`src/rtl/reorder_buffer_pkg.sv`:
```
// Shared widths, rename/ROB control-bit positions and the ROB entry record.
// Imported by every ROB file so entry layout is defined in exactly one place.
package reorder_buffer_pkg;

    localparam int PREG_WIDTH    = 6;
    localparam int AREG_WIDTH    = 5;
    localparam int PC_WIDTH      = 12;
    localparam int ROB_DEPTH     = 16;
    localparam int ROB_TAG_WIDTH = 4;

    // Bit positions inside the decoded control word travelling with an instruction
    localparam int REG_WRITE = 0;
    localparam int MEM_READ  = 1;
    localparam int MEM_WRITE = 2;
    localparam int BRANCH    = 3;

    typedef struct packed {
        logic                  valid;
        logic                  done;
        logic                  reg_write;
        logic [AREG_WIDTH-1:0] areg;
        logic [PREG_WIDTH-1:0] preg;
        logic [PREG_WIDTH-1:0] old_preg;
        logic [PC_WIDTH-1:0]   pc;
    } rob_entry_t;

endpackage

```
`src/rtl/rob_ptr.sv`:
```
// Modulo-DEPTH circular pointer; clear wins over increment; registered, 1-cycle update.
// No backpressure: the owner decides when to increment.
module rob_ptr
    import reorder_buffer_pkg::*;
#(
    parameter int DEPTH     = ROB_DEPTH,
    parameter int TAG_WIDTH = ROB_TAG_WIDTH
) (
    input  logic                 clk,
    input  logic                 rst,
    input  logic                 i_clr,
    input  logic                 i_inc,
    output logic [TAG_WIDTH-1:0] o_ptr
);

    localparam logic [TAG_WIDTH-1:0] LP_LAST = TAG_WIDTH'(DEPTH - 1);

    logic [TAG_WIDTH-1:0] r_ptr;
    logic [TAG_WIDTH-1:0] w_next;

    assign w_next = (r_ptr == LP_LAST) ? '0 : r_ptr + 1'b1;
    assign o_ptr  = r_ptr;

    always_ff @(posedge clk or negedge rst) begin
        if (!rst) begin
            r_ptr <= '0;
        end else if (i_clr) begin
            r_ptr <= '0;
        end else if (i_inc) begin
            r_ptr <= w_next;
        end
    end

endmodule

```
`src/rtl/reorder_buffer.sv`:
```
// In-order retirement queue: alloc returns tail as tag, FUs complete by tag, head retires one cycle after done.
// Allocation is refused while full (no same-cycle retire bypass); flush clears everything at the edge.
module reorder_buffer
    import reorder_buffer_pkg::*;
#(
    parameter int DEPTH      = ROB_DEPTH,
    parameter int TAG_WIDTH  = ROB_TAG_WIDTH,
    parameter int PREG_WIDTH = reorder_buffer_pkg::PREG_WIDTH,
    parameter int AREG_WIDTH = reorder_buffer_pkg::AREG_WIDTH,
    parameter int PC_WIDTH   = reorder_buffer_pkg::PC_WIDTH
) (
    input  logic                  clk,
    input  logic                  rst,
    input  logic                  alloc_valid,
    input  logic                  alloc_reg_write,
    input  logic [AREG_WIDTH-1:0] alloc_areg,
    input  logic [PREG_WIDTH-1:0] alloc_preg,
    input  logic [PREG_WIDTH-1:0] alloc_old_preg,
    input  logic [PC_WIDTH-1:0]   alloc_pc,
    output logic                  alloc_ready,
    output logic [TAG_WIDTH-1:0]  alloc_tag,
    input  logic                  cmpl_valid,
    input  logic [TAG_WIDTH-1:0]  cmpl_tag,
    input  logic                  flush,
    output logic                  retire_valid,
    output logic [AREG_WIDTH-1:0] retire_areg,
    output logic [PREG_WIDTH-1:0] retire_preg,
    output logic [PC_WIDTH-1:0]   retire_pc,
    output logic                  push_free_reg,
    output logic [PREG_WIDTH-1:0] freed_reg,
    output logic                  empty,
    output logic                  full
);

    localparam logic [TAG_WIDTH:0] LP_DEPTH = (TAG_WIDTH + 1)'(DEPTH);

    rob_entry_t           r_entries [DEPTH];
    logic [TAG_WIDTH:0]   r_count;
    logic [TAG_WIDTH-1:0] w_head;
    logic [TAG_WIDTH-1:0] w_tail;
    logic                 w_alloc_fire;
    rob_entry_t           w_head_ent;

    assign w_head_ent    = r_entries[w_head];
    assign full          = (r_count == LP_DEPTH);
    assign empty         = (r_count == '0);
    assign alloc_ready   = !full;
    assign alloc_tag     = w_tail;
    assign w_alloc_fire  = alloc_valid && alloc_ready && !flush;

    assign retire_valid  = w_head_ent.valid && w_head_ent.done && !flush;
    assign retire_areg   = w_head_ent.areg;
    assign retire_preg   = w_head_ent.preg;
    assign retire_pc     = w_head_ent.pc;
    assign freed_reg     = w_head_ent.old_preg;
    assign push_free_reg = retire_valid && w_head_ent.reg_write;

    rob_ptr #(.DEPTH(DEPTH), .TAG_WIDTH(TAG_WIDTH)) u_head_ptr (
        .clk   (clk),
        .rst   (rst),
        .i_clr (flush),
        .i_inc (retire_valid),
        .o_ptr (w_head)
    );

    rob_ptr #(.DEPTH(DEPTH), .TAG_WIDTH(TAG_WIDTH)) u_tail_ptr (
        .clk   (clk),
        .rst   (rst),
        .i_clr (flush),
        .i_inc (w_alloc_fire),
        .o_ptr (w_tail)
    );

    always_ff @(posedge clk or negedge rst) begin
        if (!rst) begin
            r_count <= '0;
        end else if (flush) begin
            r_count <= '0;
        end else begin
            case ({w_alloc_fire, retire_valid})
                2'b10:   r_count <= r_count + 1'b1;
                2'b01:   r_count <= r_count - 1'b1;
                default: r_count <= r_count;
            endcase
        end
    end

    // Completion is applied before the retire clear so a late duplicate
    // completion of the retiring head cannot resurrect its done bit.
    // Alloc and retire never target the same slot: head == tail only when empty or full.
    always_ff @(posedge clk or negedge rst) begin
        if (!rst) begin
            for (int i = 0; i < DEPTH; i++) begin
                r_entries[i] <= '0;
            end
        end else if (flush) begin
            for (int i = 0; i < DEPTH; i++) begin
                r_entries[i].valid <= 1'b0;
                r_entries[i].done  <= 1'b0;
            end
        end else begin
            if (cmpl_valid && r_entries[cmpl_tag].valid) begin
                r_entries[cmpl_tag].done <= 1'b1;
            end
            if (retire_valid) begin
                r_entries[w_head].valid <= 1'b0;
                r_entries[w_head].done  <= 1'b0;
            end
            if (w_alloc_fire) begin
                r_entries[w_tail].valid     <= 1'b1;
                r_entries[w_tail].done      <= 1'b0;
                r_entries[w_tail].reg_write <= alloc_reg_write;
                r_entries[w_tail].areg      <= alloc_areg;
                r_entries[w_tail].preg      <= alloc_preg;
                r_entries[w_tail].old_preg  <= alloc_old_preg;
                r_entries[w_tail].pc        <= alloc_pc;
            end
        end
    end

endmodule
```
`config.mk`:
```
export PLATFORM = sky130hd
export DESIGN_NAME = reorder_buffer
export DESIGN_NICKNAME = d
export VERILOG_FILES = /design/src/rtl/reorder_buffer_pkg.sv /design/src/rtl/rob_ptr.sv /design/src/rtl/reorder_buffer.sv
export SDC_FILE = /design/constraint.sdc
export NUM_CORES = 1
export LEC_CHECK = 0
export CORE_ASPECT_RATIO = 0.75
export CORE_MARGIN = 2
export CORE_UTILIZATION = 46
export CTS_BUF_LIST = sky130_fd_sc_hd__clkbuf_2 sky130_fd_sc_hd__clkbuf_4 sky130_fd_sc_hd__clkbuf_8
export DETAILED_ROUTE_END_ITERATION = 8
export PLACE_DENSITY = 0.64
export RECOVER_POWER = 100
export SLEW_MARGIN = 20
export SYNTH_ARGS = -nofsm -noshare
export SYNTH_HDL_FRONTEND = slang
export SYNTH_SLANG_ARGS = --single-unit
```
`constraint.sdc`:
```
create_clock -name clk -period 3 [get_ports clk]
set_input_delay 0.3 -clock clk [delete_from_list [all_inputs] [get_ports clk]]
set_output_delay 0.3 -clock clk [all_outputs]
set_load 0.005 [all_outputs]
```
Word level (Yosys, flattened, before mapping)
Index checks and enable logic that the tools add are counted.
Widths: inputs -> output; s select.
- eq/ne operators: 5
- bitwise operators: 3
- add/subtract/negate cells: 4
- muxes and demuxes: 65
- $lt $le $gt $ge: 6
- reductions and logical operators: 15
- operator list (kind ; count):
    $bwmux 512 ; 10
    $mux 512 ; 5
    $demux 32 s4 ; 10
    $bmux 32 s4 ; 2
    $mux 32 ; 6
    $mux 31 ; 3
    $mux 2 ; 16
    $mux 30 ; 1
    $mux 29 ; 1
    $mux 24 ; 1
    $mux 4 ; 6
    $mux 18 ; 1
    $ge 5x5->1 const B ; 3
    $lt 5x1->1 const B ; 3
    $not 4->5 ; 3
    $mux 12 ; 1
    $pmux 5 s2 ; 1
    $logic_and 1x1->1 ; 9
    $add 4x1->4 const B ; 2
    $eq 4x4->1 const B ; 2
    $add 5x1->5 const B ; 1
    $eq 5x5->1 const B ; 1
    $logic_not 5->1 ; 1
    $mux 5 ; 1
    6 further kinds ; 8
- register bits after elaboration: 525
- input bits: 39

Depth between registers and ports, before layout
Gate-level depths: netlist (run 1).
- depth in word-level cells: 21
- gate-level depth with buffers: 14
- depth with buffers taken out: 12

Modules after synthesis
From an unflattened synthesis (run 1), not the netlist that was laid out.
- cells, all modules: 1520
- area total of the unflattened synthesis: 24228.2 µm²
- by module, submodules not included (module ; area each (µm²) ; instances ; cells each ; sequential area each (µm²)):
    reorder_buffer ; 23845.4 ; 1 ; 1482 ; 12937.4
    rob_ptr ; 191.4 ; 2 ; 19 ; 100.1

Least setup slack after synthesis (run 1)
OpenSTA, ideal clock, no wires.
- path kind: flip-flop to flip-flop
- from: register u_head_ptr.r_ptr[0], in the netlist u_head_ptr.o_ptr[0]
- to: register r_count[4]
- clock period less this slack: 2872 ps
- stages on the path, launching flop included: 15
- setup slack: 128 ps
- data arrival time: 2785 ps
- setup time: 87 ps
- cell sequence: dfrtp_1 > buf_2 > buf_6 > mux4_2 > nand2_1 > nand4_1 > nand2_1 > nor3_1 > xor2_1 > ha_1 > o21bai_1 > a31oi_1 > nand4_1 > and3_1 > nor3_1
- word-level cells in the longest chain between the ends: 9
- ends and longest elaborated chain (what ; RTL line ; RTL):
    start: declaration ; rob_ptr.sv:18 ; logic [TAG_WIDTH-1:0] r_ptr;
    start signal: assignment ; rob_ptr.sv:30 ; r_ptr <= w_next;
    $not 4->5 (implied by the code) * ; reorder_buffer.sv:44 ; assign w_head_ent = r_entries[w_head];
    $bmux 32 s4 * ; reorder_buffer.sv:44 ;
    $mux 32 (implied by the code) * (2 in series) ; reorder_buffer.sv:44 ;
    $logic_and 1x1->1 * (2 in series) ; reorder_buffer.sv:51 ; assign retire_valid = w_head_ent.valid && w_head_ent.done && !flush;
    $eq 2x1->1 / $eq 2x2->1 (equally long branches) ; reorder_buffer.sv:80 ; case ({w_alloc_fire, retire_valid})
    $pmux 5 s2 ; reorder_buffer.sv:80 ;
    $mux 5 ; reorder_buffer.sv:77 ; end else if (flush) begin
    end signal: assignment ; reorder_buffer.sv:81 ; 2'b10: r_count <= r_count + 1'b1;
    end signal: assignment ; reorder_buffer.sv:82 ; 2'b01: r_count <= r_count - 1'b1;
    end signal: assignment ; reorder_buffer.sv:83 ; default: r_count <= r_count;
    end: declaration ; reorder_buffer.sv:38 ; logic [TAG_WIDTH:0] r_count;
Mark *: on every way between the ends. The rest lies on a longest branch, timed or not. The select of a mux whose other input is x is not followed.
A chain may end at the register's enable or synchronous reset.

Worst setup path in the final report (run 1)
- from: register u_head_ptr.r_ptr[0], in the netlist u_head_ptr.o_ptr[0]
- to: output retire_pc[11]
- word-level cells in the longest chain between the ends: 4
- ends and longest elaborated chain (what ; RTL line ; RTL):
    $not 4->5 (implied by the code) ; reorder_buffer.sv:44 ;
    $bmux 32 s4 ; reorder_buffer.sv:44 ;
    $mux 32 (implied by the code) (2 in series) ; reorder_buffer.sv:44 ;
    end: declaration ; reorder_buffer.sv:28 ; output logic [PC_WIDTH-1:0] retire_pc,
Every way passes these cells. The select of a mux whose other input is x is not followed.

==> results of run 1 <==
-- timing repair --
| item | in CTS | in global routing |
|---|---|---|
| cloned | 7 | 0 |
| endpoints found under the setup margin | 31 | 60 |
| pin swaps | 3 | 15 |
| hold endpoints to repair | 79 | 0 |
| hold buffers | 2 | 0 |
| gates resized for setup | 163 | 34 |
| buffers inserted | 43 | 14 |
-- registers in the layout, indices dropped and copies added, names as in the netlist --
name	cells
u_tail_ptr.o_ptr	4
u_head_ptr.o_ptr	4
r_count	5
r_entries	512
-- cells by family (layout without fill, tap and decap cells) --
family	Yosys count	in the layout
multiplexers	642	642
adder cells (fa/ha/maj)	10	10
AO/OA/AOI/OAI	81	81
flip-flops	525	525
XOR/XNOR	3	3
buffers and inverters	140	372
AND/OR/NAND/NOR	131	131
-- routing by layer --
metal  vias to the layer above  global-route usage, %  part of all wire [%]
li1                       6134                      -                     -
met1                      7866                  33.69                    46
met2                       381                  35.04                    46
met3                       110                  4.629                   5.4
met4                         0                  6.275                   2.3
met5                         -                      0                     0
-- metrics by stage --
stage	hold WS, ns	area, sq um
6_report	0.4859	28780
3_3_place_gp	0.3956	26440
3_5_place_dp	0.3921	26440
5_1_grt	0.5072	28780
4_1_cts	0.2491	28980
2_1_floorplan	0.004409	24590
-- area by class of cell --
cell class                      count  area share [%]
Clock buffer                      141           6.134
Clock inverter                      6          0.1391
Inverter                           11          0.1435
Multi-Input combinational cell    867           36.67
Sequential cell                   525           45.69
Tap cell                          712           3.095
Timing Repair Buffer              214           8.125
-- power by group through the flow --
stage,Clock (mW),Combinational (mW),Sequential [mW]
after floorplan,0,0.847,7.78
after global placement,0,1.43,7.86
after detailed placement,0,1.46,7.87
after CTS,6.69,1.39,7.75
after global routing,7.03,1.51,7.80
final,6.52,1.38,7.76
-- synth_stat cells, drive strengths merged, types with 2 or more instances --
master and number:
clkbuf 57, o21ai 21, nor4b 9, a31oi 3
nand4 8, mux2 480, a21oi 41, mux4 162
and3b 3, a21boi 2, or4 2, nor3b 3
nand2 24, and4 2, buf 72, a31o 2
o211ai 3, nand2b 3, xor2 3, and3 4
nor3 7, ha 10, or2 2, a2111oi 3
nand3 25, nor2 33, inv 11, nor2b 5
dfrtp 525
-- worst min path at each step --
stage	start	endpoint	slack, ns
final	r_entries[29]	r_entries[29]	0.49
after CTS	rst	r_entries[430]	0.25
after detailed placement	rst	r_entries[41]	0.39
after global routing	r_entries[184]	r_entries[184]	0.51
after floorplan	rst	r_count[0]	0.004
after global placement	rst	r_entries[41]	0.40
==> impl_metrics.tcl, run 1 <==
set metrics [dict create \
    crit-reg2reg-launch "u_head_ptr.o_ptr[0]" \
    cts_tree "built" \
    number_of_distinct_library_cells_after_synthesis 49 \
    timing.reg2reg.worst_path_depth 16 \
    synth_edf_count 0 \
    fin_setup_tns_ns -4.441 \
    dieArea_sq_um 55330 \
    layoutNonFillerInstCount 2476 \
    most_common_cell_after_layout_fill_and_taps_aside "dfrtp_1" \
    grt_overflow_total 0 \
    fp.dieW_microns 271.0 \
    number_of_buffers_created_by_cts 86 \
    detailedPlace.worstSlack_ns 0.1164 \
    clock_power_share_pct 41.6 \
    r2r-end "r_count[4]" \
    crit_family "multiplexers" \
    worst_pin_slew_ns 2.367 \
    max_cap_viol_count 1 \
    worst-endpoint-required_ns 2.70 \
    synth_nets 1581 \
    crit_end "retire_pc[11]" \
    power.switching_mw 3.675 \
    synth_flop_cell "dfrtp_1" \
    grt_max_degree 90 \
    first_pass_iters 5 \
    drv_slew 89 \
    routed-via-count 14490 \
    num_antenna_cells 0 \
    register_area_sq_um 13150 \
    drive_gt1_share_pct 55.05 \
    timing.critical_path.slowest_cell_delay_ns 0.54 \
    yosysSeqAreaShare_pct 53.44 \
    grt_pass1_vias 15270 \
    power_density_over_the_cells_nw_per_um2 544.4 \
    fillerInstances 4186 \
    grt_usage_pct 22.97 \
    fp-row-count 73 \
    wl_per_cell_microns 24.85 \
    layout.cells.most_common_list "dfrtp_1 (521), mux2_2 (459), mux4_2 (162)" \
    period_minus_slack_ns 3.226 \
    synth_fa_ha_area_share_pct 0.5089 \
    ir_drop_mv 0.3258 \
    synth.ff_latch_count 525 \
    synth.area.top_cells "dfrtp_1 (53%), mux2_2 (21%), mux4_2 (15%)" \
    path_max_fanout 8 \
    synth_top_family_by_area "multiplexers" \
    crit_chain "buf_12 > buf_16 > buf_12 > buf_16 > mux4_2 > mux4_2 > buf_6" \
    portBuffers 76 \
    design_power_total_mw 15.67 \
    min_path_cells 1 \
    synth_cells 1532 \
    leakage_nw 13.36 \
    final_ws_setup_ns -0.2261 \
    result_of_the_run "finished, violations left" \
    slew-limit-headroom_pct -57.82 \
    totalWireLength_microns 61520 \
    numClockSinks 525 \
    antenna_found_initial 0 \
    place.detailed.hpwl_microns 35850 \
    route.detailed.vias_per_inst 5.853 \
    dp_cells 2267 \
    cts-root-to-sink-buffers 3 \
    failing_checks "capacitance limit, slew limit, setup timing" \
    synth_largest_type_area_fraction_pct 53.44 \
    r2r_slack_ns -0.12 \
    worstSetupStartpointType "flip-flop" \
    final_core_utilization_pct 54.42 \
    rsz0062_at_grt "yes" \
    ys_warn_count 0 \
    cts_clock_pin_slew_for_the_worst_setup_and_hold_paths_ns 0.07 \
    post_synth_and_or_nand_nor_area_fraction_pct 3.603 \
    finalSetupViolations 50 \
    share_of_the_synthesized_area_in_compound_gates_ao_oa_aoi_oai_pct 2.005 \
    worstSetupEndpointType "primary output" \
    worst-path-stages 7 \
    layout-area-overhead-vs-synth_pct 17.06 \
    comb_power_share_pct 8.8 \
    critPathKind "flip-flop to primary output" \
    worst_skew_pair.late_latency_ns 0.68 \
    worstHoldPathType "flip-flop to flip-flop" \
    netlist.top_cell.by_area "dfrtp_1" \
    core_area_sq_um 52880 \
    residual_antenna_violating_net_count_after_detailed_routing 0 \
    critPathBufInv 5 \
    design.final.nets 1754 \
    cp_slowest_cell "mux4_2" \
    fmax_mhz 310.0 \
    fp.dieH_microns 204.2 \
    crit_path_start "u_head_ptr.o_ptr[0]" \
    syn_avg_cell_area_sq_um 16.05 \
    async_reset_ff_share_pct 100.0 \
    ioPinCount 77 \
    drt_iter0_markers 966 \
    finalWeightedCongestion 0.8886 \
    muxShareOfSynthArea_pct 36.82 \
    mappedNetlistArea_sq_um 24590 \
    data_arrival_time_of_the_critical_path_ns 2.93 \
    seqPwrFrac_pct 49.6 \
    final_skew_ns 0.03055 \
    intPower_mw 11.99 \
    synth_xor_area_share_pct 0.1069 \
    timing.final.crit_share_pct 107.5 \
    clock-root-buffer "clkbuf_8" \
    net_switching_fraction_of_the_power_pct 23.46 \
    initial_core_util_pct 46.49 \
    detail_route.drc_violations 0 \
    multiInputGateArea_sq_um 10560 \
    htreeDepth 3 \
    grt_pass1_wl_microns 95610 \
    report.final.hold_viol_count 0 \
]
Note: power is estimated with default switching activity, not from simulation.
==> run 2, diff against run 1 <==
Settings changed: PLACE_DENSITY 0.64 to default, PLACE_DENSITY_LB_ADDON from default to 0.25.
==> run 2 against run 1 <==
Compared with the run above: the flow finishes with violations (setup timing); largest cell class unchanged; largest power group unchanged; register-to-register slack gained 0.11 ns; non-clock buffer count is 36 lower; critical path depth fell by 1; final cell count is 1.6% lower; die area is the same; via count decreased by 1.3%; combinational power about the same; wire length barely moved.
==> impl_metrics.tcl, run 2 (same netlist as run 1, synthesis figures left out) <==
set metrics [dict create \
    cts-root-to-sink-buffers 3 \
    initial_core_util_pct 46.49 \
    detail_route.drc_violations 0 \
    drv_slew 0 \
    numClockSinks 525 \
    finalSetupViolations 16 \
    finalWeightedCongestion 0.8659 \
    final_core_utilization_pct 53.73 \
    net_switching_fraction_of_the_power_pct 23.63 \
    totalWireLength_microns 61500 \
    final_ws_setup_ns -0.06189 \
    residual_antenna_violating_net_count_after_detailed_routing 0 \
    htreeDepth 3 \
    worst_skew_pair.late_latency_ns 0.66 \
    seqPwrFrac_pct 49.9 \
    drive_gt1_share_pct 54.32 \
    result_of_the_run "finished, violations left" \
    timing.final.crit_share_pct 102.1 \
    r2r-end "r_entries[385]" \
    core_area_sq_um 52880 \
    worst_pin_slew_ns 1.382 \
    crit_end "retire_areg[2]" \
    route.detailed.vias_per_inst 5.869 \
    timing.reg2reg.worst_path_depth 7 \
    dieArea_sq_um 55330 \
    worstSetupStartpointType "flip-flop" \
    grt_usage_pct 23.01 \
    number_of_buffers_created_by_cts 85 \
    worst-endpoint-required_ns 2.70 \
    first_pass_iters 5 \
    grt_overflow_total 0 \
    ioPinCount 77 \
    crit_path_start "u_head_ptr.o_ptr[0]" \
    leakage_nw 13.16 \
    dp_cells 2257 \
    cts_tree "built" \
    period_minus_slack_ns 3.062 \
    grt_max_degree 103 \
    wl_per_cell_microns 25.25 \
    most_common_cell_after_layout_fill_and_taps_aside "dfrtp_1" \
    clock_power_share_pct 41.3 \
    power_density_over_the_cells_nw_per_um2 546.5 \
    final_skew_ns 0.01980 \
    fp-row-count 73 \
    design_power_total_mw 15.53 \
    worstSetupEndpointType "primary output" \
    routed-via-count 14300 \
    failing_checks "setup timing" \
    largest_reg_flops 512 \
    intPower_mw 11.86 \
    path_max_fanout 5 \
    power.switching_mw 3.669 \
    layoutNonFillerInstCount 2436 \
    fp.dieH_microns 204.2 \
    reg.largest.list "r_entries x512, r_count x5" \
    ir_drop_mv 0.5509 \
    worstHoldPathType "input pin to flip-flop" \
    max_flop_register "r_entries" \
    layout-area-overhead-vs-synth_pct 15.57 \
    r2r_slack_ns -0.01 \
    rsz0062_at_grt "yes" \
    slew-limit-headroom_pct 7.851 \
    clock-root-buffer "clkbuf_8" \
    crit-reg2reg-launch "r_count[1]" \
    design.final.nets 1717 \
    data_arrival_time_of_the_critical_path_ns 2.76 \
    cts_clock_pin_slew_for_the_worst_setup_and_hold_paths_ns 0.06 \
    portBuffers 76 \
    fmax_mhz 326.6 \
    grt_pass1_wl_microns 95830 \
    grt_pass1_vias 15260 \
    comb_power_share_pct 8.8 \
    place.detailed.hpwl_microns 34990 \
    layout.cells.most_common_list "dfrtp_1 (521), mux2_2 (459), mux4_2 (162)" \
    fin_setup_tns_ns -0.3430 \
    antenna_found_initial 1 \
    report.final.hold_viol_count 0 \
    fp.dieW_microns 271.0 \
    critPathKind "flip-flop to primary output" \
    drt_iter0_markers 1124 \
    max_cap_viol_count 0 \
]
-- run 2: repair_timing --
action / CTS / global route
buffers inserted: 35 / 1
resized for setup: 175 / 23
endpoints found under the setup margin: 31 / 43
gates cloned: 8 / 0
hold buffers: 1 / 0
pin swaps: 3 / 8
endpoints found under the hold margin: 100 / 0
-- run 2: worst max-delay path: stages, from the launching register on --
cell and delay [ns]:
dfrtp_4 0.52, buf_12 0.17, buf_12 0.14, buf_12 0.13, mux4_2 0.43, mux4_2 0.56, buf_6 0.15
-- run 2: power by group through the flow --
stage                     Sequential, mW  Clock, mW  Combinational, mW
after floorplan                     7.78          0              0.847
after global placement              7.85          0               1.42
after detailed placement            7.87          0               1.45
after CTS                           7.75       6.56               1.40
after global routing                7.80       6.88               1.50
final                               7.75       6.41               1.36
-- run 2: area by class of cell --
| cell class | instances | area (sq um) |
|---|---|---|
| timing repair buffer | 178 | 2042 |
| clock buffer | 130 | 1645 |
| fill | 4288 | 24470 |
| antenna | 1 | 2.502 |
| multi-input combinational | 867 | 10540 |
| tap | 712 | 890.9 |
| clock inverter | 12 | 100.1 |
| inverter | 11 | 41.29 |
| sequential | 525 | 13150 |
-- run 2: how the worst min path moves through the flow --
stage	start	to	slack, ns	depth (start not counted)
finish	flush	u_tail_ptr.o_ptr[0]	0.05	2
detailed placement	rst	r_entries[297]	0.26	1
global placement	rst	r_entries[297]	0.27	1
CTS	flush	u_tail_ptr.o_ptr[0]	0.0004	2
global route	flush	u_tail_ptr.o_ptr[0]	0.04	2
floorplan	rst	r_count[0]	0.004	0
-- run 2: per-stage QoR --
stage / instance area (sq um) / hold WS, ns / setup slack (ns)
6_report: 28410 / 0.05257 / -0.06189
5_1_grt: 28410 / 0.04262 / -0.1337
4_1_cts: 28720 / 0.0004100 / -0.2120
3_5_place_dp: 26340 / 0.2645 / 0.1023
3_3_place_gp: 26340 / 0.2678 / 0.06818
2_1_floorplan: 24590 / 0.004409 / 0.1282
-- run 2: layer usage --
metal / vias to the layer above / part of all wire [%] / routed length, microns / track usage, %
met3: 91 / 5.5 / 3362 / 4.887
met4: 0 / 1.9 / 1166 / 5.604
met5: - / 0 / 0 / 0
met2: 386 / 47 / 28700 / 35.86
met1: 7793 / 46 / 28270 / 33.20
li1: 6028 / - / - / -
==> run 3, diff against run 2 <==
Settings changed: CORE_UTILIZATION 46 to 55.
==> run 3 against run 2 <==
Compared with the run above: the run ends with capacitance limit, slew limit, setup timing left; clock power up 1%; combinational power hardly changed; sequential share of layout area rose by 0.35 points; total power is 0.24% higher; non-clock buffer count increased by 9; clock-buffer cell count fell by 3; critical path type unchanged; critical endpoint is now push_free_reg; largest cell class unchanged; highest routed layer unchanged.
==> impl_metrics.tcl, run 3 (same netlist as run 1, synthesis figures left out) <==
set metrics [dict create \
    totalWireLength_microns 59500 \
    dieArea_sq_um 46430 \
    portBuffers 76 \
    min_path_cells 2 \
    max_cap_viol_count 1 \
    critPathKind "flip-flop to primary output" \
    worstHoldPathType "input pin to flip-flop" \
    data_arrival_time_of_the_critical_path_ns 2.83 \
    cts_tree "built" \
    max_flop_register "r_entries" \
    finalSetupViolations 65 \
    power_density_over_the_cells_nw_per_um2 552.1 \
    grt_most_used_layer "met1" \
    cp_slowest_cell "mux4_2" \
    slew-limit-headroom_pct -61.02 \
    drv_slew 45 \
    net_switching_fraction_of_the_power_pct 23.60 \
    fp.dieW_microns 248.1 \
    drive_gt1_share_pct 54.08 \
    worstSetupEndpointType "primary output" \
    r2r_slack_ns -0.10 \
    critPathBufInv 4 \
    layoutNonFillerInstCount 2315 \
    place.detailed.hpwl_microns 33740 \
    clock_power_share_pct 41.6 \
    residual_antenna_violating_net_count_after_detailed_routing 0 \
    detailedPlace.worstSlack_ns 0.1224 \
    report.final.hold_viol_count 0 \
    dp_cells 2134 \
    failing_checks "capacitance limit, slew limit, setup timing" \
    finish.instance_area_sq_um 28190 \
    htreeDepth 3 \
    numClockSinks 525 \
    period_minus_slack_ns 3.128 \
    timing.hold.ws_ns 0.05173 \
    initial_core_util_pct 55.34 \
    timing.critical_path.slowest_cell_delay_ns 0.52 \
    first_pass_iters 5 \
    worst-endpoint-required_ns 2.70 \
    worstSetupStartpointType "flip-flop" \
    ir_drop_mv 0.4147 \
    wl_per_cell_microns 25.70 \
    largest_reg_flops 512 \
    fp.dieH_microns 187.1 \
    route.detailed.vias_per_inst 6.204 \
    design_power_total_mw 15.56 \
    layout-area-overhead-vs-synth_pct 14.67 \
    fin_setup_tns_ns -3.281 \
    number_of_buffers_created_by_cts 82 \
    most_common_cell_after_layout_fill_and_taps_aside "dfrtp_1" \
    leakage_nw 13.14 \
    grt_usage_pct 26.65 \
    timing.final.crit_share_pct 104.3 \
    crit_chain "buf_12 > buf_12 > buf_6 > mux4_2 > mux4_2 > and3_4 > buf_6" \
    grt_pass1_vias 15140 \
    drt_iter0_markers 1110 \
    placement.cell_area_sq_um 26070 \
    seqPwrFrac_pct 49.8 \
    detail_route.drc_violations 0 \
    final_core_utilization_pct 63.45 \
    globalRouteMet1Util_pct 40.08 \
    timing.reg2reg.worst_path_depth 16 \
    grt_max_degree 109 \
    rsz0062_at_grt "yes" \
    routed-via-count 14360 \
    worst_skew_pair.late_latency_ns 0.67 \
    cts-root-to-sink-buffers 3 \
    grt_overflow_total 0 \
    global_route.usage.met2_pct 39.76 \
    crit_family "multiplexers" \
    worst_pin_slew_ns 2.415 \
    antenna_found_initial 0 \
    final_skew_ns 0.02669 \
    power.switching_mw 3.673 \
    final_ws_setup_ns -0.1280 \
    grt_pass1_wl_microns 93030 \
    layout.cells.most_common_list "dfrtp_1 (521), mux2_2 (459), mux4_2 (162)" \
    result_of_the_run "finished, violations left" \
    clock-root-buffer "clkbuf_8" \
    intPower_mw 11.89 \
    design.final.nets 1723 \
    num_antenna_cells 0 \
    core_area_sq_um 44430 \
    cts_clock_pin_slew_for_the_worst_setup_and_hold_paths_ns 0.07 \
    fmax_mhz 319.7 \
    path_max_fanout 8 \
    fp-row-count 67 \
    ioPinCount 77 \
    grt.met3_usage_pct 5.796 \
    finalWeightedCongestion 0.9079 \
    reg.largest.list "r_entries x512, r_count x5" \
    worst-path-stages 7 \
    comb_power_share_pct 8.6 \
]
run 3: area by class of cell:
cell class | count | area, sq um
Clock buffer | 127 | 1623
Timing Repair Buffer | 187 | 2008
Tap cell | 586 | 733.2
Inverter | 11 | 41.29
Fill cell | 3215 | 16240
Sequential cell | 525 | 13150
Multi-Input combinational cell | 867 | 10510
Clock inverter | 12 | 132.6
run 3: repair_timing:
action / CTS / global route
endpoints found under the hold margin: 257 / 0
resized for setup: 164 / 28
endpoints found under the setup margin: 31 / 32
setup buffers: 30 / 14
pin swaps: 4 / 8
hold buffers: 1 / 0
cloned: 9 / 1
run 3: routing by layer:
metal	routed length [microns]	up-vias
met5	0	-
met4	1329	0
met3	3513	122
met2	27820	461
met1	26830	7711
li1	-	6068
run 3: worst paths after layout:
kind	end	start
max	push_free_reg	u_head_ptr.o_ptr[0]
min	r_count[4]	flush
max reg2reg	r_count[4]	u_head_ptr.o_ptr[0]
min reg2reg	r_entries[10]	r_entries[10]
max in group asynchronous	u_head_ptr.o_ptr[1]	rst
min in group asynchronous	r_entries[74]	rst
run 3: worst reg2reg max path, stage by stage, from the launching register on:
cell and delay, ns:
dfrtp_4 0.51, buf_12 0.14, buf_8 0.13, buf_8 0.14
mux4_2 0.42, nand3_1 0.13, nand4_1 0.12, nand2_1 0.14
buf_6 0.11, nor3_2 0.04, xor2_1 0.16, ha_2 0.21
o21bai_1 0.16, a31oi_1 0.19, nand4_1 0.12, and3_1 0.22
nor3_2 0.09
run 3: power groups by stage:
| stage | sequential, mW | clock (mW) | combinational, mW |
|---|---|---|---|
| floorplan | 7.78 | 0 | 0.847 |
| detailed placement | 7.86 | 0 | 1.43 |
| global route | 7.80 | 6.92 | 1.45 |
| finish | 7.75 | 6.48 | 1.34 |
| CTS | 7.74 | 6.59 | 1.36 |
| global placement | 7.85 | 0 | 1.39 |
